[config.mk]
export PLATFORM = sky130hd
export DESIGN_NAME = gate_model_tester
export DESIGN_NICKNAME = d
export VERILOG_FILES = /design/src/rtl/gate_model_tester.sv
export SDC_FILE = /design/constraint.sdc
export NUM_CORES = 1
export LEC_CHECK = 0
export BUFFER_PORTS_ARGS = -buffer_cell sky130_fd_sc_hd__buf_2
export CAP_MARGIN = 40
export CORE_MARGIN = 8
export CORE_UTILIZATION = 50
export CTS_CLUSTER_DIAMETER = 80
export DETAILED_ROUTE_END_ITERATION = 12
export PLACE_DENSITY_LB_ADDON = 0.2
export RECOVER_POWER = 25
export SETUP_SLACK_MARGIN = 0.15
export SYNTH_ARGS = -nofsm -noshare
export SYNTH_HDL_FRONTEND = slang
export SYNTH_SLANG_ARGS = --single-unit
[constraint.sdc]
create_clock -name clk -period 1.93 [get_ports clk]
set_input_delay 0.0965 -clock clk [delete_from_list [all_inputs] [get_ports clk]]
set_output_delay 0.0965 -clock clk [all_outputs]
set_load 0.01 [all_outputs]
[src/rtl/gate_model_tester.sv]
// rtl/gate_model_tester.sv - exhaustive stimulus generator with MISR response compaction
module gate_model_tester #(
  parameter int IN_W   = 11,
  parameter int OUT_W  = 10,
  parameter int SETTLE = 2
) (
  input  logic              clk,
  input  logic              rst_n,
  input  logic              start,
  input  logic              abort,
  input  logic [15:0]       golden_sig,
  input  logic [OUT_W-1:0]  resp,
  output logic [IN_W-1:0]   stim,
  output logic              busy,
  output logic              done,
  output logic              pass,
  output logic [15:0]       signature
);

  localparam logic [3:0] SETTLE_CNT = 4'(SETTLE);

  typedef enum logic [1:0] {
    S_IDLE,
    S_RUN,
    S_DONE
  } state_t;

  state_t            r_state;
  logic [IN_W-1:0]   r_stim;
  logic [15:0]       r_sig;
  logic [3:0]        r_wait;
  logic              r_busy;
  logic              r_done;
  logic              r_pass;

  logic [15:0]       w_resp_ext;
  logic [15:0]       w_sig_next;
  logic              w_stim_last;

  assign w_resp_ext  = 16'(resp);
  assign w_sig_next  = {r_sig[14:0], 1'b0} ^ (r_sig[15] ? 16'h1021 : 16'h0000) ^ w_resp_ext;
  assign w_stim_last = &r_stim;

  // Run controller: sequences every input vector, settles, compresses the response.
  always_ff @(posedge clk) begin
    if (!rst_n) begin
      r_state <= S_IDLE;
      r_stim  <= '0;
      r_sig   <= 16'h0000;
      r_wait  <= 4'd0;
      r_busy  <= 1'b0;
      r_done  <= 1'b0;
      r_pass  <= 1'b0;
    end else begin
      case (r_state)
        S_IDLE: begin
          r_done <= 1'b0;
          // A simultaneous abort cancels the start request.
          if (start && !abort) begin
            r_stim  <= '0;
            r_sig   <= 16'hFFFF;
            r_wait  <= SETTLE_CNT;
            r_pass  <= 1'b0;
            r_busy  <= 1'b1;
            r_state <= S_RUN;
          end
        end
        S_RUN: begin
          if (abort) begin
            // Signature is deliberately left untouched so the partial result is visible.
            r_stim  <= '0;
            r_pass  <= 1'b0;
            r_busy  <= 1'b0;
            r_state <= S_IDLE;
          end else if (r_wait != 4'd0) begin
            r_wait <= r_wait - 4'd1;
          end else begin
            r_sig <= w_sig_next;
            if (!w_stim_last) begin
              r_stim <= r_stim + IN_W'(1);
              r_wait <= SETTLE_CNT;
            end else begin
              // Last vector stays on stim; the counter never wraps inside a run.
              r_busy  <= 1'b0;
              r_done  <= 1'b1;
              r_state <= S_DONE;
            end
          end
        end
        S_DONE: begin
          r_pass  <= (r_sig == golden_sig);
          r_done  <= 1'b0;
          r_state <= S_IDLE;
        end
        default: begin
          r_busy  <= 1'b0;
          r_done  <= 1'b0;
          r_state <= S_IDLE;
        end
      endcase
    end
  end

  assign stim      = r_stim;
  assign busy      = r_busy;
  assign done      = r_done;
  assign pass      = r_pass;
  assign signature = r_sig;

endmodule

==> run_summary.xml <==
<?xml version="1.0" encoding="UTF-8"?>
<metrics>
  <group name="timing">
    <metric name="rsz_0062_raised_after_global_routing" unit="">true</metric>
    <metric name="fmaxAchievable" unit="GHz">0.5648</metric>
    <metric name="worstMarginPinSlew" unit="ns">0.4730</metric>
    <metric name="finalMaxSlewViolations" unit="">0</metric>
    <metric name="setup-tns-final" unit="ns">0</metric>
    <metric name="fin_skew" unit="ns">0.003014</metric>
    <metric name="final.min_clock_period" unit="ns">1.771</metric>
    <metric name="worst_slew_margin_rel" unit="%">68.28</metric>
    <metric name="layout_worst_path_cycle_share" unit="%">91.74</metric>
    <metric name="timing.final.setup_violations" unit="">0</metric>
    <metric name="setup_ws" unit="ns">0.1595</metric>
    <metric name="hold_violations_final" unit="">0</metric>
  </group>
  <group name="pwr">
    <metric name="internal_power" unit="mW">1.313</metric>
    <metric name="seqPwrFrac" unit="%">46.7</metric>
    <metric name="p_comb_share" unit="%">16.9</metric>
    <metric name="p_clk_share" unit="%">36.5</metric>
    <metric name="power.total" unit="mW">1.783</metric>
    <metric name="switching_power_share_of_the_total" unit="%">26.38</metric>
    <metric name="netSwitchingPower" unit="uW">470.4</metric>
    <metric name="total_leakage_power" unit="nW">1.058</metric>
    <metric name="vdd_ir_drop_max" unit="mV">0.5399</metric>
    <metric name="p_per_area" unit="nW/um^2">718.7</metric>
  </group>
  <group name="detailed_routing">
    <metric name="dr_total_vias" unit="">1887</metric>
    <metric name="average_wire_length_per_cell_after_detail_routing" unit="um">16.73</metric>
    <metric name="dr.first_iter.drc_count" unit="">133</metric>
    <metric name="final_antenna_net_count" unit="">0</metric>
    <metric name="total_routed_wire_length_on_the_met1_layer" unit="um">2418</metric>
    <metric name="dr.max_layer_used" unit="">met4</metric>
    <metric name="wl" unit="um">5471</metric>
    <metric name="vias_per_cell" unit="">5.771</metric>
    <metric name="met3RoutedLength" unit="um">356</metric>
    <metric name="met2WireLength" unit="um">2610</metric>
    <metric name="residual_drc" unit="">0</metric>
    <metric name="drtPass1Iterations" unit="">4</metric>
  </group>
  <group name="final_layout">
    <metric name="syn_to_final_growth" unit="%">25.11</metric>
    <metric name="design_area" unit="um^2">2481</metric>
    <metric name="drive_above_1_share" unit="%">36.10</metric>
    <metric name="num_antenna_cells" unit="">0</metric>
    <metric name="n_fill_cell" unit="">366</metric>
    <metric name="nets" unit="">309</metric>
  </group>
  <group name="synthesis">
    <metric name="yosysTopAreaCellShare" unit="%">36.34</metric>
    <metric name="total_standard_cell_area_after_synthesis" unit="um^2">1983</metric>
    <metric name="synthesis.instances" unit="">209</metric>
    <metric name="synth-warning-count" unit="">0</metric>
    <metric name="synth_ff_type" unit="">sky130_fd_sc_hd__dfxtp_1</metric>
    <metric name="synthDistinctLibCells" unit="">55</metric>
    <metric name="share_of_the_yosys_chip_area_belonging_to_registers" unit="%">36.34</metric>
    <metric name="syn-num-nets" unit="">242</metric>
    <metric name="synth_most_common_cell" unit="">sky130_fd_sc_hd__dfxtp_1</metric>
    <metric name="synthTopCellsByArea" unit="">sky130_fd_sc_hd__dfxtp_1 (36%), sky130_fd_sc_hd__xor2_1 (11%), sky130_fd_sc_hd__o221a_2 (9.1%)</metric>
    <metric name="asyncSetResetFlopFracSynth" unit="%">0</metric>
    <metric name="synth-edff-count" unit="">0</metric>
    <metric name="ys_seq_elements" unit="">36</metric>
    <metric name="yosys-top-cells-count" unit="">sky130_fd_sc_hd__dfxtp_1 (36), sky130_fd_sc_hd__xor2_1 (26), sky130_fd_sc_hd__o221a_2 (16), sky130_fd_sc_hd__nor2_1 (9)</metric>
    <metric name="synth_top_area_cell" unit="">sky130_fd_sc_hd__dfxtp_1</metric>
    <metric name="synth.avg_cell_area" unit="um^2">9.489</metric>
  </group>
  <group name="worst_setup_path">
    <metric name="worstSetupPathDepth" unit="">5</metric>
    <metric name="worst-path-buf-inv" unit="">0</metric>
    <metric name="crit_required" unit="ns">2.14</metric>
    <metric name="worstPathCellList" unit="">ha_2 &gt; nand3_2 &gt; or3_4 &gt; a311o_1 &gt; a31oi_1</metric>
    <metric name="crit_slowest_cell" unit="">sky130_fd_sc_hd__or3_4</metric>
    <metric name="crit_fanout" unit="">8</metric>
    <metric name="timing.critical_path.arrival" unit="ns">1.98</metric>
    <metric name="r2r.worst_path.cells" unit="">5</metric>
    <metric name="worst_path_largest_cell_delay" unit="ns">0.46</metric>
    <metric name="worst_setup_path_start_kind" unit="">flop</metric>
    <metric name="cp-end-kind" unit="">flop</metric>
    <metric name="path_delay_family" unit="">simple AND/OR/NAND/NOR gates</metric>
    <metric name="timing.setup.critical_path_class" unit="">reg -&gt; reg</metric>
  </group>
  <group name="cts">
    <metric name="clock-root-buffer" unit="">sky130_fd_sc_hd__clkbuf_8</metric>
    <metric name="cts_htree_levels" unit="">2</metric>
    <metric name="clk_path_buf_depth" unit="">2</metric>
    <metric name="hold_buffers" unit="">0</metric>
    <metric name="worstSkewPairLatency" unit="ns">0.28</metric>
    <metric name="tritoncts_clock_tree" unit="">done</metric>
    <metric name="worst_setup_hold_path_clk_slew" unit="ns">0.07</metric>
    <metric name="numCtsBuffers" unit="">5</metric>
    <metric name="number_of_sinks_handled_by_clock_tree_synthesis" unit="">36</metric>
  </group>
  <group name="global_route">
    <metric name="grt_pass1_vias" unit="">1822</metric>
    <metric name="grt_first_pass_wirelength" unit="um">8694</metric>
    <metric name="leftover_overflow_at_the_end_of_global_routing" unit="">0</metric>
    <metric name="grt_antenna_before_repair" unit="">0</metric>
    <metric name="globalRouteTotalUtil" unit="%">17.03</metric>
    <metric name="grt_max_degree" unit="">20</metric>
  </group>
  <group name="floorplan">
    <metric name="design.core.area" unit="um^2">3914</metric>
    <metric name="start_util" unit="%">50.67</metric>
    <metric name="die_height" unit="um">78.98</metric>
    <metric name="std_cell_rows" unit="">23</metric>
    <metric name="ios" unit="">60</metric>
    <metric name="chipWidth" unit="um">78.98</metric>
    <metric name="floorplan.die_area" unit="um^2">6238</metric>
  </group>
  <group name="placement">
    <metric name="postPlaceCellArea" unit="um^2">2355</metric>
    <metric name="port_buffers" unit="">59</metric>
    <metric name="hpwl" unit="um">3996</metric>
    <metric name="dpl_worst_slack" unit="ns">0.07084</metric>
    <metric name="place.gp.congestion" unit="">0.7989</metric>
  </group>
  <group name="job">
    <metric name="reported_max_cap_violation_count" unit="">0</metric>
  </group>
  <group name="run_status">
    <metric name="outcome" unit="">complete, no violations</metric>
  </group>
  <group name="hold_path">
    <metric name="hold_depth" unit="">3</metric>
    <metric name="min-delay-path-class" unit="">in -&gt; reg</metric>
  </group>
</metrics>
through the flow:
step	utilization, %	hold WS, ns	cells
detailed placement	60.17	0.4684	317
global placement	60.17	0.4610	317
floorplan	-	0.3285	209
global route	63.40	0.1798	327
finish	63.40	0.1717	327
CTS	63.17	0.1697	325
registers in the layout, indices dropped and copies added, names as in the netlist:
signal,count
stim,11
done,1
signature,16
busy,1
r_state,2
pass,1
r_wait,4
tightest hold or removal path: stages:
cell and delay, ns:
sky130_fd_sc_hd__buf_2 0.10, sky130_fd_sc_hd__xor2_1 0.13, sky130_fd_sc_hd__o41ai_1 0.08
cells by family (layout without fill, tap and decap cells):
kind of cell               after synthesis  after routing  synth area share (%)
muxes                                    1              1                0.5048
DFF                                     36             36                 36.34
xor gates and xnor gates                28             28                 12.37
buffers and inverters                   20             88                 5.805
and+or+nand+nor                         62             62                 18.74
adders and majority gates                3              3                 1.893
AOI/OAI and AO/OA                       59             59                 24.35
power by group through the flow:
| stage | clock network (mW) | logic [mW] | registers [mW] |
|---|---|---|---|
| finish | 0.650 | 0.301 | 0.832 |
| global route | 0.702 | 0.329 | 0.840 |
| CTS | 0.663 | 0.305 | 0.832 |
| detailed placement | 0 | 0.302 | 0.849 |
| global placement | 0 | 0.298 | 0.847 |
| floorplan | 0 | 0.175 | 0.851 |
layout make-up:
| class | instances | area (um^2) | area share, % |
|---|---|---|---|
| Multi-Input combinational cell | 153 | 1167 | 47.05 |
| Sequential cell | 36 | 721.9 | 29.10 |
| Timing Repair Buffer | 73 | 395.4 | 15.94 |
| Clock buffer | 6 | 72.57 | 2.925 |
| Tap cell | 50 | 62.56 | 2.521 |
| Clock inverter | 2 | 35.03 | 1.412 |
| Inverter | 7 | 26.28 | 1.059 |
metal layers:
layer  up-vias  track usage [%]
met3        10            5.192
li1        928                -
met2        65            28.59
met5         -                0
met4         0            6.667
met1       884            19.73
path summary, 6_finish.rpt:
kind | start | endpoint | slack, ns
worst max-delay path | stim[0] | stim[5] | 0.16
worst min-delay path | golden_sig[15] | pass | 0.17
worst max register to register | stim[0] | stim[5] | 0.16
worst min register to register | pass | pass | 0.48
cell usage in the layout (no fill, tap or decap), types with 3 or more instances in the layout:
master / instances
sky130_fd_sc_hd__a31oi_1: 7
sky130_fd_sc_hd__nor2_1: 9
sky130_fd_sc_hd__nor4_1: 4
sky130_fd_sc_hd__a41oi_1: 3
sky130_fd_sc_hd__o21ai_0: 6
sky130_fd_sc_hd__nand4_1: 5
sky130_fd_sc_hd__o221a_2: 16
sky130_fd_sc_hd__clkbuf_8: 5
sky130_fd_sc_hd__nand2_1: 7
sky130_fd_sc_hd__dfxtp_1: 35
sky130_fd_sc_hd__nand2b_1: 3
sky130_fd_sc_hd__clkbuf_1: 15
sky130_fd_sc_hd__xor2_1: 26
sky130_fd_sc_hd__and3_1: 4
sky130_fd_sc_hd__buf_4: 13
sky130_fd_sc_hd__a21oi_1: 5
sky130_fd_sc_hd__buf_2: 45
sky130_fd_sc_hd__nor3_1: 6
sky130_fd_sc_hd__nand3_1: 5
sky130_fd_sc_hd__inv_1: 6
timing repair:
action / 4_1_cts / 5_1_grt
pin swaps: 1 / 3
setup buffers: 0 / 2
cloned: 0 / 0
resized for setup: 2 / 7
setup endpoints to repair: 4 / 27
Power figures use the tool's default switching activity.
